**config.mk**
```make
export PLATFORM = sky130hd
export DESIGN_NAME = toggle_decoder
export DESIGN_NICKNAME = d
export VERILOG_FILES = /design/src/rtl/toggle_decoder.sv
export SDC_FILE = /design/constraint.sdc
export NUM_CORES = 1
export LEC_CHECK = 0
export CORE_MARGIN = 1
export CORE_UTILIZATION = 25
export DETAILED_ROUTE_END_ITERATION = 10
export PLACE_DENSITY = 0.55
export SLEW_MARGIN = 30
export SYNTH_ARGS = -nofsm -noshare
export SYNTH_HDL_FRONTEND = slang
export SYNTH_SLANG_ARGS = --single-unit
```
**constraint.sdc**
```tcl
create_clock -name clk -period 2.8 [get_ports clk]
set_input_delay 0.42 -clock clk [delete_from_list [all_inputs] [get_ports clk]]
set_output_delay 0.42 -clock clk [all_outputs]
set_load 0.1 [all_outputs]
```
**src/rtl/toggle_decoder.sv**
```systemverilog
// toggle_decoder: recovers T events from a toggle-coded level and queues them behind a valid/ready counter.
// Optional macro TOGGLE_DECODER_GLITCH_FILTER_EN: a level change must persist two edges to be accepted.
module toggle_decoder #(
  parameter int unsigned SYNC_STAGES = 2,
  parameter int unsigned CNT_W       = 4
) (
  input  logic             clk,
  input  logic             rst,
  input  logic             q_in,
  input  logic             clr,
  input  logic             evt_ready,
  output logic             t_out,
  output logic             evt_valid,
  output logic [CNT_W-1:0] evt_count,
  output logic             level,
  output logic             overflow
);

  localparam int unsigned        INIT_W    = $clog2(SYNC_STAGES + 1);
  localparam logic [INIT_W-1:0]  INIT_LAST = INIT_W'(SYNC_STAGES);
  localparam logic [CNT_W-1:0]   CNT_MAX   = '1;

  typedef enum logic {
    INIT,
    RUN
  } state_e;

  state_e                 state_q, state_d;
  logic [SYNC_STAGES-1:0] sync_q;
  logic                   sync_out;
  logic [INIT_W-1:0]      init_cnt_q, init_cnt_d;
  logic                   prev_q, prev_d;
  logic                   level_d;
  logic                   t_out_d;
  logic                   overflow_d;
  logic [CNT_W-1:0]       cnt_d;
  logic                   diff;
  logic                   toggle;
  logic                   inc;
  logic                   dec;

`ifdef TOGGLE_DECODER_GLITCH_FILTER_EN
  logic pend_q, pend_d;
`endif

  assign sync_out  = sync_q[SYNC_STAGES-1];
  assign evt_valid = (evt_count != '0);

  // Input synchronizer; cleared on reset so in-flight samples are discarded.
  always_ff @(posedge clk or negedge rst) begin
    if (!rst) begin
      sync_q <= '0;
    end else begin
      sync_q <= {sync_q[SYNC_STAGES-2:0], q_in};
    end
  end

  always_ff @(posedge clk or negedge rst) begin
    if (!rst) begin
      state_q <= INIT;
    end else begin
      state_q <= state_d;
    end
  end

  always_ff @(posedge clk or negedge rst) begin
    if (!rst) begin
      init_cnt_q <= '0;
      prev_q     <= 1'b0;
      level      <= 1'b0;
      t_out      <= 1'b0;
      evt_count  <= '0;
      overflow   <= 1'b0;
    end else begin
      init_cnt_q <= init_cnt_d;
      prev_q     <= prev_d;
      level      <= level_d;
      t_out      <= t_out_d;
      evt_count  <= cnt_d;
      overflow   <= overflow_d;
    end
  end

`ifdef TOGGLE_DECODER_GLITCH_FILTER_EN
  always_ff @(posedge clk or negedge rst) begin
    if (!rst) begin
      pend_q <= 1'b0;
    end else begin
      pend_q <= pend_d;
    end
  end
`endif

  always_comb begin
    state_d    = state_q;
    init_cnt_d = init_cnt_q;
    prev_d     = prev_q;
    level_d    = level;
    t_out_d    = 1'b0;
    cnt_d      = evt_count;
    overflow_d = overflow;
    diff       = (sync_out != prev_q);
    toggle     = 1'b0;
    inc        = 1'b0;
    dec        = evt_valid & evt_ready;
`ifdef TOGGLE_DECODER_GLITCH_FILTER_EN
    pend_d     = 1'b0;
`endif

    case (state_q)
      // Track the synchronized level without events until the chain holds real samples.
      INIT: begin
        prev_d     = sync_out;
        level_d    = sync_out;
        init_cnt_d = init_cnt_q + INIT_W'(1);
        if (init_cnt_q == INIT_LAST) begin
          state_d    = RUN;
          init_cnt_d = '0;
        end
      end
      RUN: begin
`ifdef TOGGLE_DECODER_GLITCH_FILTER_EN
        pend_d = diff & ~pend_q;
        toggle = diff & pend_q;
`else
        toggle = diff;
`endif
        if (toggle) begin
          prev_d  = sync_out;
          level_d = sync_out;
        end
        t_out_d = toggle;
        inc     = toggle;
      end
      default: begin
        state_d = INIT;
      end
    endcase

    // Pending-event counter: clear wins, then saturating inc/dec.
    if (clr) begin
      cnt_d      = '0;
      overflow_d = 1'b0;
    end else if (inc && !dec) begin
      if (evt_count == CNT_MAX) begin
        overflow_d = 1'b1;
      end else begin
        cnt_d = evt_count + CNT_W'(1);
      end
    end else if (dec && !inc) begin
      cnt_d = evt_count - CNT_W'(1);
    end
  end

endmodule

```
Yosys cells after proc, flatten, opt, wreduce, memory -nomap -nowiden --
Cells that the tools add are included.
Word-level totals: register bits 12, output and inout port bits 8, input bits 5, word-level logic and storage cells 40
Operators by class: reductions and logical operators 10, bitwise operators 2, $add $sub $neg 3, equality and inequality tests 5, mux-type cells 13
Operators with widths (number):
- two-way mux 4 bit | 4
- two-way mux 1 bit | 7
- adder 4 x 1 -> 4 bit, second input constant | 1
- equality test 4 bit, second input constant | 1
- AND reduction 2 bit | 2
- nonzero test 2 bit | 2
- nonzero test 4 bit | 1
- subtractor 4 x 1 -> 4 bit, second input constant | 1
- inequality test 3 bit, second input constant | 1
- nonzero test 3 bit | 1
- adder 2 x 1 -> 2 bit, second input constant | 1
- equality test 2 bit, second input constant | 1
- logical AND 1 bit | 2
- zero test 1 bit | 2
- two-way mux 2 bit | 1
- inequality test 2 x 1 -> 1 bit, second input constant | 1
- case mux 1 bit (2 select lines) | 1
- bitwise AND 1 bit | 1
- inequality test 1 bit | 1
- inverter 1 bit | 1

Longest topological paths before layout --
Gate-level depths: netlist of run 1.
depth in word-level cells 7, gate-level depth with buffers 8, mapped depth without buffers 8

Least setup slack after synthesis of run 1 --
Ideal clock, no wire load.
path type flip-flop to flip-flop, start point register evt_count[0], end point register evt_count[3], data arrival time 2839 ps, slack -160 ps, required time 2679 ps, library setup time 121 ps, stages on the path, launching flop included 9, path buffers 0, path through dfrtp_1 o41ai_4 and3_2 inv_1 ha_1 a21o_2 a21oi_1 mux2_2 a22o_1
Between the ends: word-level cells in the longest chain between the ends 6, elaborated cells on any way between the ends 15
RTL lines:
- start, declared | line 14 | output logic [CNT_W-1:0] evt_count,
- start signal, assigned | line 79 | evt_count <= cnt_d;
- branches (longest 6 deep; another with subtractor 4 x 1 -> 4 bit)
Several ways; the timed one is not identified. The select of a mux whose other input is x is not followed. A chain may end at the register's enable or synchronous reset.

Final worst setup path of run 1 --
Ends and elaborated chain as after synthesis.

==> flow_summary.json, run 1 <==
{
  "cp_data_required_time_ps": 2970,
  "post_cts_buffers": 0,
  "antenna_found_initial": 0,
  "finalHoldViolCount": 0,
  "ys_dominant_reg_cell": "dfrtp_1",
  "placedInstanceArea_um2": 763,
  "hold_path_class": "reg2reg",
  "dr.pass1.iters": 4,
  "root_buffer": "clkbuf_4",
  "io_buffer_count": 12,
  "avgSynthCellArea_um2": 10.8,
  "die_x_um": 52.5,
  "arrival_ps": 2790,
  "die_area_um2": 2760,
  "grt_pass1_wl_um": 2080,
  "route.detailed.drc": 0,
  "synth_cell_types": 30,
  "layout_commonest_cell": "buf_4",
  "drive_gt1_frac": 0.333,
  "leakage_nw": 0.365,
  "area_delta_synth_final_pct": 25.3,
  "cts_tree": "yes",
  "cap_violations": 0,
  "gp_congestion": 0.793,
  "grt-ovfl-total": 0,
  "syn_nets": 67,
  "drt_iter0_drc": 6,
  "die_y_um": 52.5,
  "fin_setup_tns_ps": 0,
  "final_antenna_net_count": 0,
  "mostFrequentLayoutCells": "9 x buf_4, 7 x dfrtp_1, 5 x inv_1, 5 x dfrtp_2",
  "finalCritPeriodShare": 0.934,
  "tightest_slew_ps": 543,
  "synthCells": 59,
  "drt-total-wl_um": 1210,
  "vdd.ir_drop.worst_v": 0.000511,
  "fin_area_um2": 800,
  "yosysWarnings": 0,
  "pwr-share-comb": 0.530,
  "first_global_vias": 454,
  "slew_headroom": 0.637,
  "rsz0062_at_grt": "no",
  "core_area_um2": 2320,
  "post_drt_wl_per_cell_um": 12.1,
  "period_needed_ps": 2610,
  "swShare": 0.501,
  "clkPwrFrac": 0.173,
  "nets": 81,
  "p_sw_uw": 404,
  "status": "finished clean",
  "fmax_ghz": 0.382,
  "clock-sinks": 12,
  "rows": 17,
  "clk_latency_ps": 270,
  "setup_viol": 0,
  "path_class": "reg2reg",
  "cp_max_fo": 8,
  "post_cts_resized": 0,
  "ys_ff_latch": 12,
  "async_flop_share": 1.00,
  "insertedDiodeCount": 0,
  "slew_violations": 0,
  "critPathLaunchType": "register",
  "cts.reportedPaths.clkPinSlew_ps": 80,
  "h-tree-depth": 1,
  "track_usage": 0.106,
  "dp_hpwl_um": 878,
  "power_density_nw_per_um2": 1010,
  "ios": 13,
  "end_kind": "register",
  "start_util": 0.275,
  "cts_buffers": 3,
  "vias": 478,
  "synth_area_um2": 638,
  "seq_power_share": 0.297,
  "cts.hold.buffers_added": 0,
  "internal_power_uw": 402,
  "synth_edf_count": 0,
  "viasPerCell": 4.78,
  "skew_ps": 6.73,
  "cts_buffer_depth": 2,
  "ys_seq_area_frac": 0.471,
  "grt_max_degree": 13
}
==> cell type report <==
| type | count | area, um^2 |
|---|---|---|
| Clock buffer | 4 | 36.3 |
| Fill cell | 235 | 1520 |
| Inverter | 5 | 18.8 |
| Multi-Input combinational cell | 38 | 295 |
| Tap cell | 28 | 35.0 |
| Sequential cell | 12 | 307 |
| Timing Repair Buffer | 13 | 108 |
==> per-stage QoR <==
stage	total power [mW]	setup WS, ps	instances	hold slack, ps	utilization
after floorplan	0.588	82.6	59	124	-
after global placement	0.665	81.1	96	338	0.329
after detailed placement	0.669	81.9	96	341	0.329
after global routing	0.863	63.2	100	374	0.345
after CTS	0.816	156	100	360	0.345
final	0.806	185	100	356	0.345
==> metal layers <==
layer  vias to the layer above  share of wire  global-route usage
met5                         -              0                   0
met4                         0         0.0074              0.0395
met3                         2          0.064              0.0348
met2                        19           0.47               0.175
met1                       223           0.45               0.127
li1                        234              -                   -
==> cell usage after synthesis (2+ instances only) <==
master / count / area share
o21ai_0: 2 / 0.016
ha_1: 2 / 0.039
xor2_1: 2 / 0.027
nor2_1: 4 / 0.024
dfrtp_1: 12 / 0.47
o41ai_1: 2 / 0.027
nand2_1: 3 / 0.018
a21o_1: 2 / 0.024
a21oi_1: 2 / 0.016
nor3_1: 4 / 0.031
inv_1: 5 / 0.029
==> logic make-up (layout without fill, tap and decap cells) <==
family          Yosys count  after routing  synth area share
simple gates             18             18             0.153
buf+inv                   9             22            0.0666
xor+xnor                  2              2            0.0275
fa+ha+maj                 3              3            0.0706
mux                       2              2            0.0333
flops                    12             12             0.471
compound gates           13             13             0.178
==> power by group through the flow <==
stage               clock network [mW]  registers, mW  logic [mW]
CTS                              0.149          0.241       0.426
global route                     0.161          0.245       0.458
detailed placement                   0          0.245       0.425
floorplan                            0          0.369       0.220
finish                           0.140          0.240       0.427
global placement                     0          0.241       0.425
==> sequential cells by signal, summed over array words and instances (netlist names) <==
| signal | flops |
|---|---|
| prev_q | 1 |
| init_cnt_q | 2 |
| sync_q | 2 |
| evt_count | 4 |
| t_out | 1 |
| state_q | 1 |
| overflow | 1 |
==> critical path: stages (launching register included) <==
cell and delay (ps):
dfrtp_2 480, o41ai_4 430, and3_2 280, inv_1 70
ha_1 270, a21o_2 200, a21oi_1 210, mux2_2 360
a22o_1 200
==> worst paths after layout <==
check	endpoint	slack, ps	from	depth (start not counted)
hold / removal	sync_q[1]$_DFF_PN0_	360	sync_q[0]$_DFF_PN0_	0
setup reg to reg	evt_count[3]$_DFFE_PN0P_	190	evt_count[0]$_DFFE_PN0P_	8
max in group asynchronous	evt_count[2]$_DFFE_PN0P_	1910	rst	1
min in group asynchronous	t_out$_DFF_PN0_	490	rst	1
hold reg to reg	sync_q[1]$_DFF_PN0_	360	sync_q[0]$_DFF_PN0_	0
setup / recovery	evt_count[3]$_DFFE_PN0P_	190	evt_count[0]$_DFFE_PN0P_	8
Power figures use the tool's default switching activity.
==> inputs of run 2 (changes only) <==
Settings changed: SLEW_MARGIN 30 to 10, TNS_END_PERCENT set to 20.
==> results of run 2 <==
The final DEF is identical to that of run 1; final timing and power are the same.
==> inputs of run 3 (changes only) <==
Settings changed: MAX_ROUTING_LAYER set to met4.
==> run 3 against run 2 <==
Against the previous run: clock skew about the same; setup slack stayed put; cell count stayed put; fmax unchanged; sequential cell count is the same; via count unchanged; cell area unchanged; critical endpoint unchanged; register-to-register slack barely moved; highest routed layer unchanged; first-iteration DRC count unchanged; worst hold slack is essentially flat; power is essentially flat.
==> flow_summary.json, run 3 (same netlist as run 1, synthesis figures left out) <==
{
  "nets": 81,
  "final_antenna_net_count": 0,
  "cts_tree": "yes",
  "viasPerCell": 4.78,
  "finalCritPeriodShare": 0.934,
  "cap_violations": 0,
  "root_buffer": "clkbuf_4",
  "setup_viol": 0,
  "path_class": "reg2reg",
  "stdcell_count": 100,
  "post_cts_resized": 0,
  "place_inst": 96,
  "utilization": 0.345,
  "drive_gt1_frac": 0.333,
  "top_register": "evt_count",
  "leakage_nw": 0.365,
  "cts.reportedPaths.clkPinSlew_ps": 80,
  "r2r_slack_ps": 190,
  "slew_violations": 0,
  "die_y_um": 52.5,
  "grt_max_degree": 13,
  "cts.hold.buffers_added": 0,
  "vdd.ir_drop.worst_v": 0.000511,
  "skew_ps": 6.73,
  "mostFrequentLayoutCells": "9 x buf_4, 7 x dfrtp_1, 5 x inv_1, 5 x dfrtp_2",
  "drt-total-wl_um": 1210,
  "min_from": "sync_q[0]$_DFF_PN0_",
  "fillers": 235,
  "grtUsageMet1": 0.127,
  "status": "finished clean",
  "layout_commonest_cell": "buf_4",
  "fin_area_um2": 800,
  "seq_power_share": 0.297,
  "post_cts_buffers": 0,
  "gp_congestion": 0.804,
  "largest_reg_flops": 4,
  "pwr-share-comb": 0.530,
  "route.detailed.drc": 0,
  "cp_max_fo": 8,
  "h-tree-depth": 1,
  "io_buffer_count": 12,
  "placedInstanceArea_um2": 763,
  "ios": 13,
  "p_sw_uw": 404,
  "area_delta_synth_final_pct": 25.3,
  "die_x_um": 52.5,
  "insertedDiodeCount": 0,
  "clock-sinks": 12,
  "multi_input_area_um2": 295,
  "antenna_found_initial": 0,
  "min_to": "sync_q[1]$_DFF_PN0_",
  "r2r_cells": 8,
  "clkPwrFrac": 0.173,
  "vias": 478,
  "track_usage": 0.109,
  "clk_latency_ps": 270,
  "power_density_nw_per_um2": 1010,
  "critPathLaunchType": "register",
  "core_area_um2": 2320,
  "rows": 17,
  "first_global_vias": 454,
  "drt_iter0_drc": 6,
  "finalHoldViolCount": 0,
  "internal_power_uw": 402,
  "grtUsageMet2": 0.175,
  "grtUsageMet3": 0.0348,
  "post_drt_wl_per_cell_um": 12.1,
  "die_area_um2": 2760,
  "slew_headroom": 0.637,
  "period_needed_ps": 2610,
  "r2r-end": "evt_count[3]$_DFFE_PN0P_",
  "end_kind": "register",
  "start_util": 0.275,
  "grt_pass1_wl_um": 2090,
  "hold-path-cell-count": 0,
  "hold_path_class": "reg2reg",
  "dr.pass1.iters": 4,
  "rsz0062_at_grt": "no",
  "ff_latch_area_um2": 307,
  "grt-ovfl-total": 0,
  "fmax_ghz": 0.382,
  "dp_hpwl_um": 878,
  "top_regs": "evt_count x4, init_cnt_q x2, sync_q x2",
  "cts_buffers": 3,
  "cp_data_required_time_ps": 2970,
  "swShare": 0.501,
  "arrival_ps": 2790,
  "tightest_slew_ps": 543,
  "busiest_layer": "met2",
  "reg2reg_from": "evt_count[0]$_DFFE_PN0P_",
  "cts_buffer_depth": 2,
  "fin_setup_tns_ps": 0
}
-- run 3: area by class of cell --
class | instances | share of cell area
clock buffer | 4 | 0.0454
inverter | 5 | 0.0235
multi-input combinational | 38 | 0.369
sequential | 12 | 0.383
tap | 28 | 0.0438
timing repair buffer | 13 | 0.135
-- run 3: worst max-delay path by stage --
stage / startpoint / end / slack (ps) / depth (start not counted)
after floorplan: evt_count[0]$_DFFE_PN0P_ / evt_count[3]$_DFFE_PN0P_ / 80 / 8
after global placement: evt_ready / evt_count[3]$_DFFE_PN0P_ / 80 / 9
after detailed placement: evt_ready / evt_count[3]$_DFFE_PN0P_ / 80 / 9
after CTS: evt_count[0]$_DFFE_PN0P_ / evt_count[3]$_DFFE_PN0P_ / 160 / 8
after global routing: evt_count[0]$_DFFE_PN0P_ / evt_count[3]$_DFFE_PN0P_ / 60 / 8
final: evt_count[0]$_DFFE_PN0P_ / evt_count[3]$_DFFE_PN0P_ / 190 / 8
-- run 3: worst max-delay path, stage by stage (launching register included) --
cell and delay, ps:
dfrtp_2 480, o41ai_4 430, and3_2 280, inv_1 70
ha_1 270, a21o_2 200, a21oi_1 210, mux2_2 360
a22o_1 200
-- run 3: power by group through the flow --
| stage | logic (mW) | registers, mW | clock network [mW] |
|---|---|---|---|
| detailed placement | 0.425 | 0.245 | 0 |
| finish | 0.427 | 0.240 | 0.140 |
| global placement | 0.425 | 0.241 | 0 |
| global route | 0.458 | 0.245 | 0.161 |
| CTS | 0.426 | 0.241 | 0.149 |
| floorplan | 0.220 | 0.369 | 0 |
-- run 3: routing by layer --
metal	share of wire	vias up
li1	-	234
met3	0.064	2
met1	0.45	223
met4	0.0074	0
met2	0.47	19
met5	0	-
-- run 3: stage by stage --
stage	hold WS (ps)	power, mW	worst slack (ps)
final	356	0.806	185
after global routing	374	0.863	63.2
after CTS	360	0.816	156
after detailed placement	341	0.669	81.9
after global placement	338	0.665	81.1
after floorplan	124	0.588	82.6
